[config.mk]
export PLATFORM = sky130hd
export DESIGN_NAME = sprite_compositor_flat
export DESIGN_NICKNAME = d
export VERILOG_FILES = /design/src/rtl/compositor_pkg.sv /design/src/rtl/sprite_compositor_if.sv /design/src/rtl/sprite_layer_hit.sv /design/src/rtl/sprite_compositor.sv /design/src/flat_wrapper.sv
export SDC_FILE = /design/constraint.sdc
export NUM_CORES = 1
export LEC_CHECK = 0
export CAP_MARGIN = 20
export CORE_UTILIZATION = 49
export CTS_BUF_LIST = sky130_fd_sc_hd__clkbuf_16
export DETAILED_ROUTE_END_ITERATION = 8
export PLACE_DENSITY = 0.86
export SYNTH_ARGS = -nofsm -noshare
export SYNTH_HDL_FRONTEND = slang
export SYNTH_SLANG_ARGS = --single-unit
export TNS_END_PERCENT = 50
[constraint.sdc]
create_clock -name vga_clk -period 2.7 [get_ports vga_clk]
set_clock_uncertainty 0.05 [all_clocks]
set_input_delay 0.405 -clock vga_clk [delete_from_list [all_inputs] [get_ports vga_clk]]
set_output_delay 0.405 -clock vga_clk [all_outputs]
set_load 0.05 [all_outputs]
[src/rtl/compositor_pkg.sv]
// Shared constants, pixel types and the palette-to-8-bit channel expansion
// used across the sprite compositor.
package compositor_pkg;

    localparam int         DEFAULT_COORD_W = 10;
    localparam int         DEFAULT_COLOR_W = 4;
    localparam logic [3:0] BG_INDEX        = 4'hF;

    typedef struct packed {
        logic [7:0] r;
        logic [7:0] g;
        logic [7:0] b;
    } rgb_t;

    // The palette value sits right-aligned in c; it is repeated from the MSB
    // down so that all-ones stays all-ones and zero stays zero.
    function automatic logic [7:0] expand_channel(input logic [7:0] c, input int width);
        logic [7:0] result;
        result = '0;
        for (int b = 0; b < 8; b++) begin
            result[7 - b] = c[width - 1 - (b % width)];
        end
        return result;
    endfunction

endpackage

[src/rtl/sprite_compositor_if.sv]
// Pixel-stream bundle between the video timing / sprite source (master) and
// the compositor (slave).
interface sprite_compositor_if #(
    parameter int NUM_LAYERS = 2,
    parameter int COORD_W    = compositor_pkg::DEFAULT_COORD_W,
    parameter int COLOR_W    = compositor_pkg::DEFAULT_COLOR_W
);

    logic                          frame_start;
    logic [COORD_W-1:0]            DrawX;
    logic [COORD_W-1:0]            DrawY;
    logic                          blank;
    logic [NUM_LAYERS*COORD_W-1:0] layer_x;
    logic [NUM_LAYERS*COORD_W-1:0] layer_y;
    logic [NUM_LAYERS-1:0]         layer_en;
    logic [NUM_LAYERS*COLOR_W-1:0] layer_r;
    logic [NUM_LAYERS*COLOR_W-1:0] layer_g;
    logic [NUM_LAYERS*COLOR_W-1:0] layer_b;
    logic [COLOR_W-1:0]            bg_r;
    logic [COLOR_W-1:0]            bg_g;
    logic [COLOR_W-1:0]            bg_b;
    logic [7:0]                    Red;
    logic [7:0]                    Green;
    logic [7:0]                    Blue;
    logic [3:0]                    hit_layer;
    logic [NUM_LAYERS-1:0]         collision;

    modport master (
        output frame_start, DrawX, DrawY, blank,
        output layer_x, layer_y, layer_en, layer_r, layer_g, layer_b,
        output bg_r, bg_g, bg_b,
        input  Red, Green, Blue, hit_layer, collision
    );

    modport slave (
        input  frame_start, DrawX, DrawY, blank,
        input  layer_x, layer_y, layer_en, layer_r, layer_g, layer_b,
        input  bg_r, bg_g, bg_b,
        output Red, Green, Blue, hit_layer, collision
    );

endinterface

[src/rtl/sprite_layer_hit.sv]
// Per-layer bounding-box and opacity test for the current pixel (purely
// combinational; the caller registers the result).
module sprite_layer_hit #(
    parameter int COORD_W = 10,
    parameter int COLOR_W = 4,
    parameter int LAYER_W = 32,
    parameter int LAYER_H = 32
) (
    input  logic [COORD_W-1:0] draw_x,
    input  logic [COORD_W-1:0] draw_y,
    input  logic [COORD_W-1:0] pos_x,
    input  logic [COORD_W-1:0] pos_y,
    input  logic               en,
    input  logic [COLOR_W-1:0] r,
    input  logic [COLOR_W-1:0] g,
    input  logic [COLOR_W-1:0] b,
    output logic               opaque
);

    localparam logic [COORD_W:0] BOX_W = (COORD_W + 1)'(LAYER_W);
    localparam logic [COORD_W:0] BOX_H = (COORD_W + 1)'(LAYER_H);

    logic [COORD_W:0] dx;
    logic [COORD_W:0] dy;
    logic             in_box;

    // The extra top bit catches the borrow, so pixels left of or above the
    // corner never match a sprite that has been pushed past the screen edge.
    assign dx     = {1'b0, draw_x} - {1'b0, pos_x};
    assign dy     = {1'b0, draw_y} - {1'b0, pos_y};
    assign in_box = (dx < BOX_W) && (dy < BOX_H);

    assign opaque = en && in_box && (r != '1) && (g != '1) && (b != '1);

endmodule

[src/rtl/sprite_compositor.sv]
// Two-stage sprite compositor: per-layer hit tests, lowest-index-wins priority
// mux over the background, and per-frame layer collision flags.
module sprite_compositor
    import compositor_pkg::*;
#(
    parameter int NUM_LAYERS = 2,
    parameter int COORD_W    = DEFAULT_COORD_W,
    parameter int COLOR_W    = DEFAULT_COLOR_W,
    parameter int LAYER_W    = 32,
    parameter int LAYER_H    = 32
) (
    input logic                vga_clk,
    input logic                reset_n,
    sprite_compositor_if.slave bus
);

    logic [NUM_LAYERS*COORD_W-1:0] shadow_x, shadow_y, cur_x, cur_y;
    logic [NUM_LAYERS-1:0]         shadow_en, cur_en, opaque;

    logic [NUM_LAYERS-1:0]         s1_opaque;
    logic                          s1_blank;
    logic [NUM_LAYERS*COLOR_W-1:0] s1_layer_r, s1_layer_g, s1_layer_b;
    logic [COLOR_W-1:0]            s1_bg_r, s1_bg_g, s1_bg_b;

    logic [3:0]                    win_idx, hit_d, hit_q;
    logic [COLOR_W-1:0]            win_r, win_g, win_b;
    rgb_t                          pix_d, pix_q;

    logic [NUM_LAYERS-1:0]         overlap_hits, sticky, collision_q;

    // The frame_start pixel already belongs to the new frame, so it sees the
    // incoming positions directly rather than the not-yet-loaded shadows.
    assign cur_x  = bus.frame_start ? bus.layer_x  : shadow_x;
    assign cur_y  = bus.frame_start ? bus.layer_y  : shadow_y;
    assign cur_en = bus.frame_start ? bus.layer_en : shadow_en;

    always_ff @(posedge vga_clk or negedge reset_n) begin
        if (!reset_n) begin
            shadow_x  <= '0;
            shadow_y  <= '0;
            shadow_en <= '0;
        end else if (bus.frame_start) begin
            shadow_x  <= bus.layer_x;
            shadow_y  <= bus.layer_y;
            shadow_en <= bus.layer_en;
        end
    end

    for (genvar i = 0; i < NUM_LAYERS; i++) begin : g_layer
        sprite_layer_hit #(
            .COORD_W (COORD_W),
            .COLOR_W (COLOR_W),
            .LAYER_W (LAYER_W),
            .LAYER_H (LAYER_H)
        ) u_hit (
            .draw_x (bus.DrawX),
            .draw_y (bus.DrawY),
            .pos_x  (cur_x[i*COORD_W +: COORD_W]),
            .pos_y  (cur_y[i*COORD_W +: COORD_W]),
            .en     (cur_en[i]),
            .r      (bus.layer_r[i*COLOR_W +: COLOR_W]),
            .g      (bus.layer_g[i*COLOR_W +: COLOR_W]),
            .b      (bus.layer_b[i*COLOR_W +: COLOR_W]),
            .opaque (opaque[i])
        );
    end

    always_ff @(posedge vga_clk or negedge reset_n) begin
        if (!reset_n) begin
            s1_opaque  <= '0;
            s1_blank   <= 1'b0;
            s1_layer_r <= '0;
            s1_layer_g <= '0;
            s1_layer_b <= '0;
            s1_bg_r    <= '0;
            s1_bg_g    <= '0;
            s1_bg_b    <= '0;
        end else begin
            s1_opaque  <= opaque;
            s1_blank   <= bus.blank;
            s1_layer_r <= bus.layer_r;
            s1_layer_g <= bus.layer_g;
            s1_layer_b <= bus.layer_b;
            s1_bg_r    <= bus.bg_r;
            s1_bg_g    <= bus.bg_g;
            s1_bg_b    <= bus.bg_b;
        end
    end

    // Scanning from the top index down leaves the lowest opaque layer in place.
    always_comb begin
        win_idx = BG_INDEX;
        win_r   = s1_bg_r;
        win_g   = s1_bg_g;
        win_b   = s1_bg_b;
        for (int i = NUM_LAYERS - 1; i >= 0; i--) begin
            if (s1_opaque[i]) begin
                win_idx = 4'(i);
                win_r   = s1_layer_r[i*COLOR_W +: COLOR_W];
                win_g   = s1_layer_g[i*COLOR_W +: COLOR_W];
                win_b   = s1_layer_b[i*COLOR_W +: COLOR_W];
            end
        end
    end

    always_comb begin
        pix_d = '0;
        hit_d = BG_INDEX;
        if (s1_blank) begin
            pix_d.r = expand_channel(8'(win_r), COLOR_W);
            pix_d.g = expand_channel(8'(win_g), COLOR_W);
            pix_d.b = expand_channel(8'(win_b), COLOR_W);
            hit_d   = win_idx;
        end
    end

    always_ff @(posedge vga_clk or negedge reset_n) begin
        if (!reset_n) begin
            pix_q <= '0;
            hit_q <= BG_INDEX;
        end else begin
            pix_q <= pix_d;
            hit_q <= hit_d;
        end
    end

    always_comb begin
        overlap_hits = '0;
        for (int i = 0; i < NUM_LAYERS; i++) begin
            overlap_hits[i] = s1_blank && s1_opaque[i]
                              && ((s1_opaque & ~(NUM_LAYERS'(1) << i)) != '0);
        end
    end

    // At frame_start the stage-1 flags still hold the last pixel of the old
    // frame, so they are folded into the reported flags, not the new sticky set.
    always_ff @(posedge vga_clk or negedge reset_n) begin
        if (!reset_n) begin
            sticky      <= '0;
            collision_q <= '0;
        end else if (bus.frame_start) begin
            collision_q <= sticky | overlap_hits;
            sticky      <= '0;
        end else begin
            sticky      <= sticky | overlap_hits;
        end
    end

    assign bus.Red       = pix_q.r;
    assign bus.Green     = pix_q.g;
    assign bus.Blue      = pix_q.b;
    assign bus.hit_layer = hit_q;
    assign bus.collision = collision_q;

endmodule
[src/flat_wrapper.sv]
// flat-port wrapper written by rule: the top's interface ports become plain ports
module sprite_compositor_flat import compositor_pkg::*;
#(
    parameter int NUM_LAYERS = 2,
    parameter int COORD_W    = DEFAULT_COORD_W,
    parameter int COLOR_W    = DEFAULT_COLOR_W,
    parameter int LAYER_W    = 32,
    parameter int LAYER_H    = 32
)
  (vga_clk, reset_n, bus_frame_start, bus_DrawX, bus_DrawY, bus_blank, bus_layer_x, bus_layer_y, bus_layer_en, bus_layer_r, bus_layer_g, bus_layer_b, bus_bg_r, bus_bg_g, bus_bg_b, bus_Red, bus_Green, bus_Blue, bus_hit_layer, bus_collision);
  sprite_compositor_if #(.NUM_LAYERS(NUM_LAYERS), .COORD_W(COORD_W), .COLOR_W(COLOR_W)) bus_i ();
  input logic vga_clk;
  input logic reset_n;
  input wire logic [$bits(bus_i.frame_start)-1:0] bus_frame_start;
  input wire logic [$bits(bus_i.DrawX)-1:0] bus_DrawX;
  input wire logic [$bits(bus_i.DrawY)-1:0] bus_DrawY;
  input wire logic [$bits(bus_i.blank)-1:0] bus_blank;
  input wire logic [$bits(bus_i.layer_x)-1:0] bus_layer_x;
  input wire logic [$bits(bus_i.layer_y)-1:0] bus_layer_y;
  input wire logic [$bits(bus_i.layer_en)-1:0] bus_layer_en;
  input wire logic [$bits(bus_i.layer_r)-1:0] bus_layer_r;
  input wire logic [$bits(bus_i.layer_g)-1:0] bus_layer_g;
  input wire logic [$bits(bus_i.layer_b)-1:0] bus_layer_b;
  input wire logic [$bits(bus_i.bg_r)-1:0] bus_bg_r;
  input wire logic [$bits(bus_i.bg_g)-1:0] bus_bg_g;
  input wire logic [$bits(bus_i.bg_b)-1:0] bus_bg_b;
  output wire logic [$bits(bus_i.Red)-1:0] bus_Red;
  output wire logic [$bits(bus_i.Green)-1:0] bus_Green;
  output wire logic [$bits(bus_i.Blue)-1:0] bus_Blue;
  output wire logic [$bits(bus_i.hit_layer)-1:0] bus_hit_layer;
  output wire logic [$bits(bus_i.collision)-1:0] bus_collision;
  assign bus_i.frame_start = bus_frame_start;
  assign bus_i.DrawX = bus_DrawX;
  assign bus_i.DrawY = bus_DrawY;
  assign bus_i.blank = bus_blank;
  assign bus_i.layer_x = bus_layer_x;
  assign bus_i.layer_y = bus_layer_y;
  assign bus_i.layer_en = bus_layer_en;
  assign bus_i.layer_r = bus_layer_r;
  assign bus_i.layer_g = bus_layer_g;
  assign bus_i.layer_b = bus_layer_b;
  assign bus_i.bg_r = bus_bg_r;
  assign bus_i.bg_g = bus_bg_g;
  assign bus_i.bg_b = bus_bg_b;
  assign bus_Red = bus_i.Red;
  assign bus_Green = bus_i.Green;
  assign bus_Blue = bus_i.Blue;
  assign bus_hit_layer = bus_i.hit_layer;
  assign bus_collision = bus_i.collision;
  sprite_compositor #(.NUM_LAYERS(NUM_LAYERS), .COORD_W(COORD_W), .COLOR_W(COLOR_W), .LAYER_W(LAYER_W), .LAYER_H(LAYER_H)) u_core (.vga_clk(vga_clk), .reset_n(reset_n), .bus(bus_i));
endmodule
Word level (Yosys, flattened, before mapping)
Cells that the tools add are included.
- add/sub/neg operators: 4
- order comparisons: 4
- equal/unequal tests: 6
- mux-type cells: 14
- bitwise operators: 1
- reductions and logical operators: 14
- operator list (cell ; number):
    11-bit by 6-bit less-than comparator with 1-bit output (second input constant) ; 4
    10-bit by 10-bit subtractor with 11-bit output ; 4
    20-bit 2-to-1 mux ; 2
    4-bit 2-to-1 mux ; 9
    24-bit 2-to-1 mux ; 1
    4-bit inequality test (second input constant) ; 6
    1-bit logical AND ; 14
    2-bit 2-to-1 mux ; 2
    2-bit OR ; 1
- flip-flop bits (word level): 113
- input bits: 102
- output and inout bits: 30
- word-level logic and storage cells: 60

Longest topological paths before layout
Gate-level depths: netlist of the first run.
- word-level depth: 8
- mapped depth: 10
- depth with buffers taken out: 8

Cells and area by module
A second synthesis of the first run with hierarchy kept.
- cell total of the unflattened synthesis: 441
- area, all modules: 5170.0 um^2
- by module, submodules not included (module ; times used ; cells an instance ; area an instance (um^2) ; sequential area each (um^2)):
    sprite_compositor ; 1 ; 212 ; 3544.6 ; 2479.9
    sprite_layer_hit at u_core.g_layer[0].u_hit ; 1 ; 131 ; 897.1 ; 0.0
    sprite_layer_hit at u_core.g_layer[1].u_hit ; 1 ; 98 ; 728.2 ; 0.0

Worst setup path before layout of the first run
Ideal clock, no wire load.
- path type: input -> register
- start: in bus_frame_start
- end: reg u_core.s1_opaque[0]
- setup time: 0.122 ns
- data arrival time: 2.956 ns
- data required time: 2.528 ns
- setup slack: -0.428 ns
- stages: 10
- path buffers: 2
- cell sequence: buf_6 > clkbuf_1 > mux2i_1 > ha_1 > nor3b_1 > a21oi_1 > or4b_2 > o21ba_2 > a21o_1 > a2111oi_1
- longest elaborated chain between the ends: 8
- elaborated cells between the ends (all ways): 12
- classes of those cells: add/sub (2); order compare (2); mux (3); reduce/logical (5)
- ends and longest elaborated chain (what ; line ; text):
    start, declared ; flat_wrapper.sv:14 ; input wire logic [$bits(bus_i.frame_start)-1:0] bus_frame_start;
    20-bit 2-to-1 mux ; -- ;
    10-bit by 10-bit subtractor with 11-bit output, on equally long branches ; sprite_layer_hit.sv:29, sprite_layer_hit.sv:30 ;
    11-bit by 6-bit less-than comparator with 1-bit output ; sprite_layer_hit.sv:31 ; assign in_box = (dx < BOX_W) && (dy < BOX_H);
    1-bit logical AND ; sprite_layer_hit.sv:31 ;
    1-bit logical AND * (4 in series) ; sprite_layer_hit.sv:33 ; assign opaque = en && in_box && (r != '1) && (g != '1) && (b != '1);
    via u_core.g_layer[0].u_hit.opaque ; sprite_layer_hit.sv:17 ; output logic opaque
    end signal, assigned ; sprite_compositor.sv:79 ; s1_opaque <= opaque;
    end, declared ; sprite_compositor.sv:20 ; logic [NUM_LAYERS-1:0] s1_opaque;
The timed path passes the listed nets; every way through them passes the cells marked *.
A chain may end at the register's enable or synchronous reset.

Final worst setup path of the first run
- start: in bus_layer_y[15]
- end: reg u_core.s1_opaque[1]
- longest elaborated chain between the ends: 8
- ends and longest elaborated chain (what ; line ; text):
    start, declared ; flat_wrapper.sv:19 ; input wire logic [$bits(bus_i.layer_y)-1:0] bus_layer_y;
    20-bit 2-to-1 mux ; -- ;
    10-bit by 10-bit subtractor with 11-bit output ; sprite_layer_hit.sv:30 ; assign dy = {1'b0, draw_y} - {1'b0, pos_y};
    11-bit by 6-bit less-than comparator with 1-bit output ; sprite_layer_hit.sv:31 ;
    1-bit logical AND ; sprite_layer_hit.sv:31 ;
    1-bit logical AND (4 in series) ; sprite_layer_hit.sv:33 ;
    via u_core.g_layer[1].u_hit.opaque ; sprite_layer_hit.sv:17 ;
The timed path passes the listed nets, and every way through them passes these cells.

==> results of run 1 <==
-- synth_stat cells, types with 3 or more instances --
library cell and n:
o221ai_1 4, xor2_1 3, o211ai_1 4, nand4_1 7
mux2i_1 52, and3_1 3, nor3_1 8, and2_1 15
dfrtp_1 97, mux2_2 5, ha_1 36, buf_4 14
o31ai_1 3, nand2_1 21, a31oi_1 6, nor3b_1 4
a21oi_1 15, o21a_1 4, nand2b_1 3, a21o_1 7
nor2_1 14, o21ai_0 25, clkbuf_1 9, or3_1 3
inv_1 48
-- registers in the layout, indices dropped and copies added (netlist names), 8 cells and up --
register           cells
u_core.s1_layer_g      8
u_core.s1_layer_r      8
u_core.shadow_x       20
u_core.s1_layer_b      8
u_core.shadow_y       20
-- per-layer routing --
layer	up-vias	GRT usage, %	wire length [µm]
met5	-	0	0
met3	38	4.14	821
met2	172	45.1	6550
li1	1904	-	-
met4	0	12.4	510
met1	1973	28.6	5010
-- cells by family (layout without fill, tap and decap cells) --
kind of cell,Yosys count,after routing
flops,99,99
compound gates,91,91
simple gates,90,90
buf+inv,73,234
mux,58,58
fa+ha+maj,36,36
xor+xnor,3,3
-- power by group --
part	internal, µW	switching (µW)
registers	1580	34.3
logic	493	518
clock network	640	593
total	2720	1150
-- metrics by stage --
stage               hold WS, ns  instance area (µm²)
global placement          0.413                 6630
detailed placement        0.429                 6630
CTS                      0.0782                 6920
finish                   0.0533                 6940
floorplan                0.0594                 5040
global route              0.110                 6940
-- layout make-up --
type                       count  share of cell area, %
tap                          133                   2.40
multi-input combinational    278                   31.8
sequential                    99                   35.7
clock buffer                   9                   3.25
inverter                      48                   2.60
clock inverter                 7                  0.847
timing repair buffer         170                   23.4
-- worst max-delay path, delay by kind of cell --
| kind | cells | cell delay, ns |
|---|---|---|
| and+or+nand+nor | 4 | 1.14 |
| buffers and inverters | 1 | 0.40 |
| AOI/OAI and AO/OA | 2 | 0.39 |
| adders and majority gates | 1 | 0.31 |
| muxes | 1 | 0.20 |
-- worst paths after layout --
path	endpoint	slack (ns)	cells past startpoint
setup / recovery	u_core.s1_opaque[1]	0.06	9
hold / removal	u_core.s1_layer_r[4]	0.05	1
setup reg to reg	u_core.s1_opaque[1]	0.17	8
hold reg to reg	u_core.shadow_x[2]	0.44	2
max in group asynchronous	u_core.s1_opaque[1]	1.86	2
min in group vga_clk	u_core.shadow_x[2]	0.44	2
-- repair_timing --
action	CTS	global route
endpoints found under the setup margin	0	2
gates resized for setup	0	5
hold buffers	0	0
==> run summary, run 1 <==
Run status: complete, no violations
Synth Area in Adders: 9.05%
Most common cell after layout, fill and taps aside: clkdlybuf4s50_1
Post-synth ARST share: 100%
VDD IR max: 0.272 mV
Worst-Margin Slew: 0.788 ns
Fin crit period: 2.64 ns
Ratio of cells with drive above 1 in the final layout: 12.4%
Critical path fanouts, max: 4
CP Launch Type: input pin
Diode count: 0
Critical path class: input pin to register
Die H: 103 µm
Post-synth EDFFs: 0
Synth Area in Compound Gates: 12.2%
Number of global-route vias before repair: 4,249
Slew headroom: 47.5%
Fin nets: 744
Max Slew Vio Count: 0
Via density: 5.49
Fill cells: 745
Drt drc: 0
Dpl cells: 728
Global placement routability congestion: 0.967
# setup viols final: 0
Most frequent cells in the layout: 129 x clkdlybuf4s50_1, 97 x dfrtp_1, 51 x mux2i_1
Pre-CTS setup slack: -0.190 ns
Crit-path slowest cell: or4_1
Avg Cell Area, Syn: 11.1 µm²
Die W: 103 µm
DR iter-0 viols: 196
Maximum Capacitance Violations: 0
First drt pass iteration count: 5
Leak: 0.00322 µW
Cell variety after synth: 58
HP Class: input pin to asynchronous set/reset pin
Initial Util: 50.7%
Final Hold Vio Count: 0
Yosys Warn Count: 0
Drt wl/cell: 17.3 µm
Total power: 3860 µW
Arrival @ worst endpoint: 2.84 ns
Synth Instances: 450
Ranking of synthesized cells by area: dfrtp_1 49%, mux2i_1 10%, ha_1 9.0%
Antenna violations before repair: 0
Post-route insts no fill: 744
CTS Sinks: 99
Synthesized net count: 588
# IOs: 132
Largest family of logic cells by synthesized area: compound AO/OA/AOI/OAI gates
Xor-xnor portion of the synthesized cell area: 0.528%
PwrDens: 556 nW/µm²
Max frequency: 378 MHz
Clk Latency, worst-skew pair: 0.35 ns
Layout area overhead: 39.3%
Synthesized cell area: 4980 µm²
CTS Buffer Depth: 2
Crit end category: register
Vias: 4,087
DRT Wirelength: 12.9 mm
Total negative slack: 0 ns
HPWL after DPL: 9.71 mm
CTS Buf Count: 9
GR Util All Layers: 25.0%
Storage element area: 2480 µm²
CTS tree: done
Die area: 10,600 µm²
Rows: 36
Post-synthesis mux area share: 11.9%
Post-synth top area cell: dfrtp_1
Routed Antenna Nets: 0
Largest net degree at the start of global routing: 56
Ys flop type: dfrtp_1
Seq/Total Area, Yosys: 49.8%
Reg2reg start: u_core.shadow_y[15]
Clk slew on worst S/H paths: 0.07 ns
CP required: 2.90 ns
Crit path largest cell delay: 0.50 ns
Area of the multi-input gates: 2210 µm²
Grt ovf: 0
Crit. Startpoint: bus_layer_y[15]
Top-area cell type share of the netlist area: 48.7%
Final Cycle Share: 97.9%
Synth Area in Simple Gates: 9.87%
Root buffer cell: clkbuf_16
CP Cell Sequence: clkdlybuf4s50_1, mux2i_1, ha_1, nand2b_1, o21ai_0, or4_1, nor3_2, o2111ai_2, nor4_2
Htree depth: 3
Setup ws final: 0.0579 ns
Utilization after layout: 70.7%
Setup Buffers After CTS: 0
First-pass GRT wire length: 19.9 mm
FF+latch count, synth: 99
I/O Buffers: 131
Placeable Area: 9820 µm²
Power figures use the tool's default switching activity.
==> run 2, diff against run 1 <==
--- a/config.mk
+++ b/config.mk
@@ -6,10 +6,12 @@
 export NUM_CORES = 1
 export LEC_CHECK = 0
 export CAP_MARGIN = 20
+export CORE_MARGIN = 5
 export CORE_UTILIZATION = 49
 export CTS_BUF_LIST = sky130_fd_sc_hd__clkbuf_16
 export DETAILED_ROUTE_END_ITERATION = 8
 export PLACE_DENSITY = 0.86
+export REMOVE_ABC_BUFFERS = 1
 export SYNTH_ARGS = -nofsm -noshare
 export SYNTH_HDL_FRONTEND = slang
 export SYNTH_SLANG_ARGS = --single-unit
==> run 2 against run 1 <==
- count of clock-buffer cells in the layout is the same
- sequential share of layout area shrank 0.62 points
- design area grew 1.8%
- register-to-register slack gained 0.08 ns
- via count shrank 1.1%
- power grew 1.6%
- first-iteration DRC count shrank 3.6%
- clock power grew 6%
- global-route usage shrank 3.4 points
- core utilization grew 0.92 points
- die area grew 16%
==> run summary, run 2 (synthesis results as in run 1) <==
Setup Buffers After CTS: 0 (unchanged)
Layout area overhead: 41.8%
Grt ovf: 0 (unchanged)
Htree depth: 3 (unchanged)
Fill cells: 704 (-5.5%)
Via density: 5.32 (-3.1%)
Reg2reg start: u_core.shadow_x[9]
Drt wl/cell: 17.0 µm (-1.9%)
HP Class: input pin to register
GR Util All Layers: 21.6% (-3.4 points)
Crit. Startpoint: bus_layer_x[9]
Largest regs: u_core.shadow_x x20, u_core.shadow_y x20
DRT Wirelength: 12.9 mm (+0.12%)
WHS: 0.369 ns (+0.315 ns)
Leak: 0.00329 µW (+2.3%)
CTS tree: done
Maximum Capacitance Violations: 0 (unchanged)
Clk slew on worst S/H paths: 0.07 ns (about the same)
I/O Buffers: 131 (unchanged)
CP Launch Type: input pin
RSZ-0062 raised after global routing: no
HPWL after DPL: 10.2 mm (+5.5%)
Vias: 4,041 (-1.1%)
Clk Latency, worst-skew pair: 0.35 ns (about the same)
Global placement routability congestion: 0.885 (-8.5%)
Die W: 111 µm (+7.8%)
Fin nets: 759 (+2.0%)
CTS Buffer Depth: 2 (unchanged)
Pre-CTS setup slack: -0.296 ns (-0.105 ns)
Final Cycle Share: 94.9% (-2.9 points)
PwrDens: 555 nW/µm² (-0.20%)
CP required: 2.90 ns (about the same)
Arrival @ worst endpoint: 2.76 ns (-0.08 ns)
Root buffer cell: clkbuf_16
VDD IR max: 0.350 mV (+29%)
Slew headroom: 42.6% (-4.9 points)
Setup ws final: 0.137 ns (+0.0793 ns)
Drt drc: 0 (unchanged)
# IOs: 132 (unchanged)
Most frequent cells in the layout: 129 x clkdlybuf4s50_1, 97 x dfrtp_1, 51 x buf_4
Fin crit period: 2.56 ns (-0.0793 ns)
Initial Util: 50.5% (-0.23 points)
Routed Antenna Nets: 0 (unchanged)
Rows: 36 (unchanged)
Crit end category: register
First-pass GRT wire length: 21.3 mm (+7.2%)
CTS Sinks: 99 (unchanged)
Max Slew Vio Count: 0 (unchanged)
Largest net degree at the start of global routing: 41 (-27%)
Number of global-route vias before repair: 4,385 (+3.2%)
First drt pass iteration count: 5 (unchanged)
# setup viols final: 0 (unchanged)
Run status: complete, no violations
Storage element area: 2480 µm² (unchanged)
Critical path fanouts, max: 2 (-2)
Critical path class: input pin to register
Area of the multi-input gates: 2180 µm² (-1.1%)
Max frequency: 390 MHz (+3.1%)
Antenna violations before repair: 0 (unchanged)
Die area: 12,300 µm² (+16%)
CTS Buf Count: 9 (unchanged)
Ratio of cells with drive above 1 in the final layout: 13.9% (+1.5 points)
Most common cell after layout, fill and taps aside: clkdlybuf4s50_1
Min-Delay Startpoint: bus_frame_start
Die H: 111 µm (+7.8%)
Diode count: 0 (unchanged)
Final Hold Vio Count: 0 (unchanged)
Worst-Margin Slew: 0.861 ns (+0.0735 ns)
DR iter-0 viols: 189 (-3.6%)
Placeable Area: 9860 µm² (+0.46%)
Reg-to-reg setup timing slack: 0.25 ns (+0.08 ns)
run 2: metal layers:
| metal | global-route usage [%] | part of all wire (%) |
|---|---|---|
| met1 | 25.7 | 41 |
| met2 | 37.7 | 50 |
| met3 | 5.24 | 6.3 |
| met4 | 8.13 | 2.5 |
| met5 | 0 | 0 |
run 2: worst max-delay path, cell delays in order:
cell,delay [ns]
clkdlybuf4s50_1,0.42
mux2i_2,0.20
ha_1,0.28
nor3b_1,0.19
a21oi_1,0.08
or4b_2,0.61
o21ba_2,0.21
a21o_1,0.18
a2111oi_2,0.19
run 2: final cells by class:
class,instances,area share (%)
repair buffers,185,24.8
well taps,133,2.36
clock buffers,9,3.19
multi-input cells,278,30.9
clock inverters,7,1.08
inverters,48,2.55
flip-flops and latches,99,35.1
run 2: what timing repair did:
item / in CTS / in global routing
hold buffers: 1 / 0
hold endpoints to repair: 36 / 0
endpoints found under the setup margin: 0 / 2
gates resized for setup: 0 / 6
run 2: worst paths after layout:
path / endpoint / cells after the start
min in group asynchronous: u_core.s1_bg_b[0] / 2
hold reg to reg: u_core.shadow_x[4] / 2
setup reg to reg: u_core.s1_opaque[0] / 8
max in group asynchronous: u_core.bus.hit_layer[0] / 3
hold / removal: u_core.shadow_x[9] / 3
setup / recovery: u_core.s1_opaque[0] / 9
run 2: per-stage QoR:
stage / TNS (ns) / utilization (%) / instance area (µm²) / cells / power, µW
after floorplan: 0 / - / 4830 / 425 / 2140
final: 0 / 71.6 / 7060 / 759 / 3920
after global routing: 0 / 71.6 / 7060 / 759 / 4100
after CTS: 0 / 71.4 / 7040 / 759 / 3940
after detailed placement: -0.471 / 68.2 / 6730 / 742 / 2630
after global placement: -0.309 / 68.2 / 6730 / 742 / 2590
run 2: power by group:
part | internal (µW) | leakage, µW | switching [µW] | total (µW)
sequential | 1580 | 0.00118 | 36.9 | 1620
combinational | 505 | 0.00197 | 498 | 1000
clock | 726 | 0.000149 | 572 | 1300
==> run 3, diff against run 2 <==
--- a/config.mk
+++ b/config.mk
@@ -11,7 +11,6 @@
 export CTS_BUF_LIST = sky130_fd_sc_hd__clkbuf_16
 export DETAILED_ROUTE_END_ITERATION = 8
 export PLACE_DENSITY = 0.86
-export REMOVE_ABC_BUFFERS = 1
 export SYNTH_ARGS = -nofsm -noshare
 export SYNTH_HDL_FRONTEND = slang
 export SYNTH_SLANG_ARGS = --single-unit
==> run 3 against run 2 <==
- largest power group unchanged
- design area is 1.3% lower
- fmax is 0.27% lower
- via count is 1.9% lower
- sequential power hardly changed
- cell count is 1.7% lower
- core utilization is 0.91 points lower
- count of clock-buffer cells in the layout stayed put
==> run summary, run 3 (synthesis results as in run 1) <==
Run status: complete, no violations
Most common cell after layout, fill and taps aside: clkdlybuf4s50_1
Number of global-route vias before repair: 4,202 (-4.2%)
Largest regs: u_core.shadow_x x20, u_core.shadow_y x20
Drt wl/cell: 16.8 µm (-1.3%)
Initial Util: 50.5% (unchanged)
Die H: 111 µm (unchanged)
Maximum Capacitance Violations: 0 (unchanged)
CP required: 2.88 ns (-0.02 ns)
First-pass GRT wire length: 20.3 mm (-4.8%)
Routed Antenna Nets: 0 (unchanged)
Setup ws final: 0.130 ns (-0.00690 ns)
Global placement routability congestion: 0.866 (-2.1%)
Crit end category: register
Rows: 36 (unchanged)
HP Class: input pin to asynchronous set/reset pin
Arrival @ worst endpoint: 2.75 ns (about the same)
Htree depth: 3 (unchanged)
Setup Buffers After CTS: 0 (unchanged)
WHS: 0.0365 ns (-0.332 ns)
CP Launch Type: input pin
First drt pass iteration count: 4 (-1)
Worst-Margin Slew: 0.817 ns (-0.0446 ns)
PwrDens: 573 nW/µm² (+3.2%)
Die area: 12,300 µm² (unchanged)
DRT Wirelength: 12.5 mm (-3.0%)
Clk Latency, worst-skew pair: 0.35 ns (about the same)
# setup viols final: 0 (unchanged)
Clk slew on worst S/H paths: 0.06 ns (about the same)
Placeable Area: 9860 µm² (unchanged)
CTS tree: done
CTS Buf Count: 9 (unchanged)
Vias: 3,966 (-1.9%)
I/O Buffers: 131 (unchanged)
# IOs: 132 (unchanged)
Final Hold Vio Count: 0 (unchanged)
Hold_buf cts: 0 (-1)
Die W: 111 µm (unchanged)
Ratio of cells with drive above 1 in the final layout: 11.9% (-2.0 points)
Root buffer cell: clkbuf_16
Storage element area: 2480 µm² (unchanged)
Leak: 0.00324 µW (-1.5%)
CTS Sinks: 99 (unchanged)
Final Cycle Share: 95.2% (+0.26 points)
Max Slew Vio Count: 0 (unchanged)
Fin crit period: 2.57 ns (+0.00690 ns)
VDD IR max: 0.280 mV (-20%)
Max frequency: 389 MHz (-0.27%)
Diode count: 0 (unchanged)
Critical path class: input pin to register
GR Util All Layers: 20.5% (-1.1 points)
Utilization after layout: 70.7% (-0.91 points)
RSZ-0062 raised after global routing: no
HPWL after DPL: 9.69 mm (-5.4%)
Via density: 5.32 (-0.15%)
Grt ovf: 0 (unchanged)
Fill cells: 697 (-0.99%)
Fin nets: 746 (-1.7%)
Largest net degree at the start of global routing: 53 (+29%)
Total power: 4000 µW (+1.9%)
Pre-CTS setup slack: -0.196 ns (+0.0995 ns)
Slew headroom: 45.6% (+3.0 points)
Crit-path slowest cell: or3_1
CTS Buffer Depth: 2 (unchanged)
Area of the multi-input gates: 2190 µm² (+0.17%)
Layout area overhead: 40.0%
CP Cell Sequence: clkdlybuf4s50_1, mux2i_1, ha_1, o21ai_0, a211oi_1, or3_1, a21o_1, xor2_1, a2111oi_2
Critical path fanouts, max: 2 (unchanged)
Post_cts resized: 0 (unchanged)
Most frequent cells in the layout: 129 x clkdlybuf4s50_1, 97 x dfrtp_1, 52 x mux2i_1
Drt drc: 0 (unchanged)
DR iter-0 viols: 160 (-15%)
Antenna violations before repair: 0 (unchanged)
Crit path largest cell delay: 0.41 ns (-0.20 ns)
[run 3: cell count changes in the layout (fill, tap and decap cells not counted), sizes merged]
cell,change
buf,-11
clkinv,-2
bufinv,+1
clkbuf,-1
clkinvlp,+1
dlygate4sd3,-1
[run 3: layer usage]
| metal | track usage (%) | routed length (µm) |
|---|---|---|
| met1 | 24.2 | 5100 |
| met2 | 36.3 | 6400 |
| met3 | 4.59 | 777 |
| met4 | 7.88 | 234 |
| met5 | 0 | 0 |
[run 3: path summary, 6_finish.rpt]
path                       slack (ns)                      end               start  depth (start not counted)
setup / recovery                 0.13      u_core.s1_opaque[0]      bus_layer_y[1]                          9
hold / removal                   0.04       u_core.bus.Blue[5]             reset_n                          1
setup reg to reg                 0.24      u_core.s1_opaque[0]  u_core.shadow_y[1]                          8
hold reg to reg                  0.44       u_core.shadow_x[1]  u_core.shadow_x[1]                          2
max in group asynchronous        1.83  u_core.bus.hit_layer[0]             reset_n                          2
min in group vga_clk             0.44       u_core.shadow_x[1]  u_core.shadow_x[1]                          2
[run 3: through the flow]
stage / setup TNS [ns] / cells / cell area [µm²]
floorplan: 0 / 450 / 5040
global placement: -0.176 / 730 / 6650
detailed placement: -0.386 / 730 / 6650
CTS: 0 / 746 / 6970
global route: 0 / 746 / 6970
finish: 0 / 746 / 6970
[run 3: power breakdown]
part	internal (µW)	switching (µW)	leakage, µW	total, µW
clock	817	577	0.000154	1390
combinational	490	496	0.00191	986
sequential	1580	33.4	0.00118	1620
[run 3: critical path: cells and delay by family]
kind	cells	cell delay, ns
AO/OA/AOI/OAI	4	0.93
XOR/XNOR	1	0.15
adder cells (fa/ha/maj)	1	0.26
buffers and inverters	1	0.40
multiplexers	1	0.20
AND/OR/NAND/NOR	1	0.41
[run 3: cell type report]
type,instances,area share (%)
sequential,99,35.6
multi-input combinational,278,31.4
timing repair buffer,172,23.5
clock buffer,9,3.23
inverter,48,2.58
tap,133,2.39
clock inverter,7,1.40
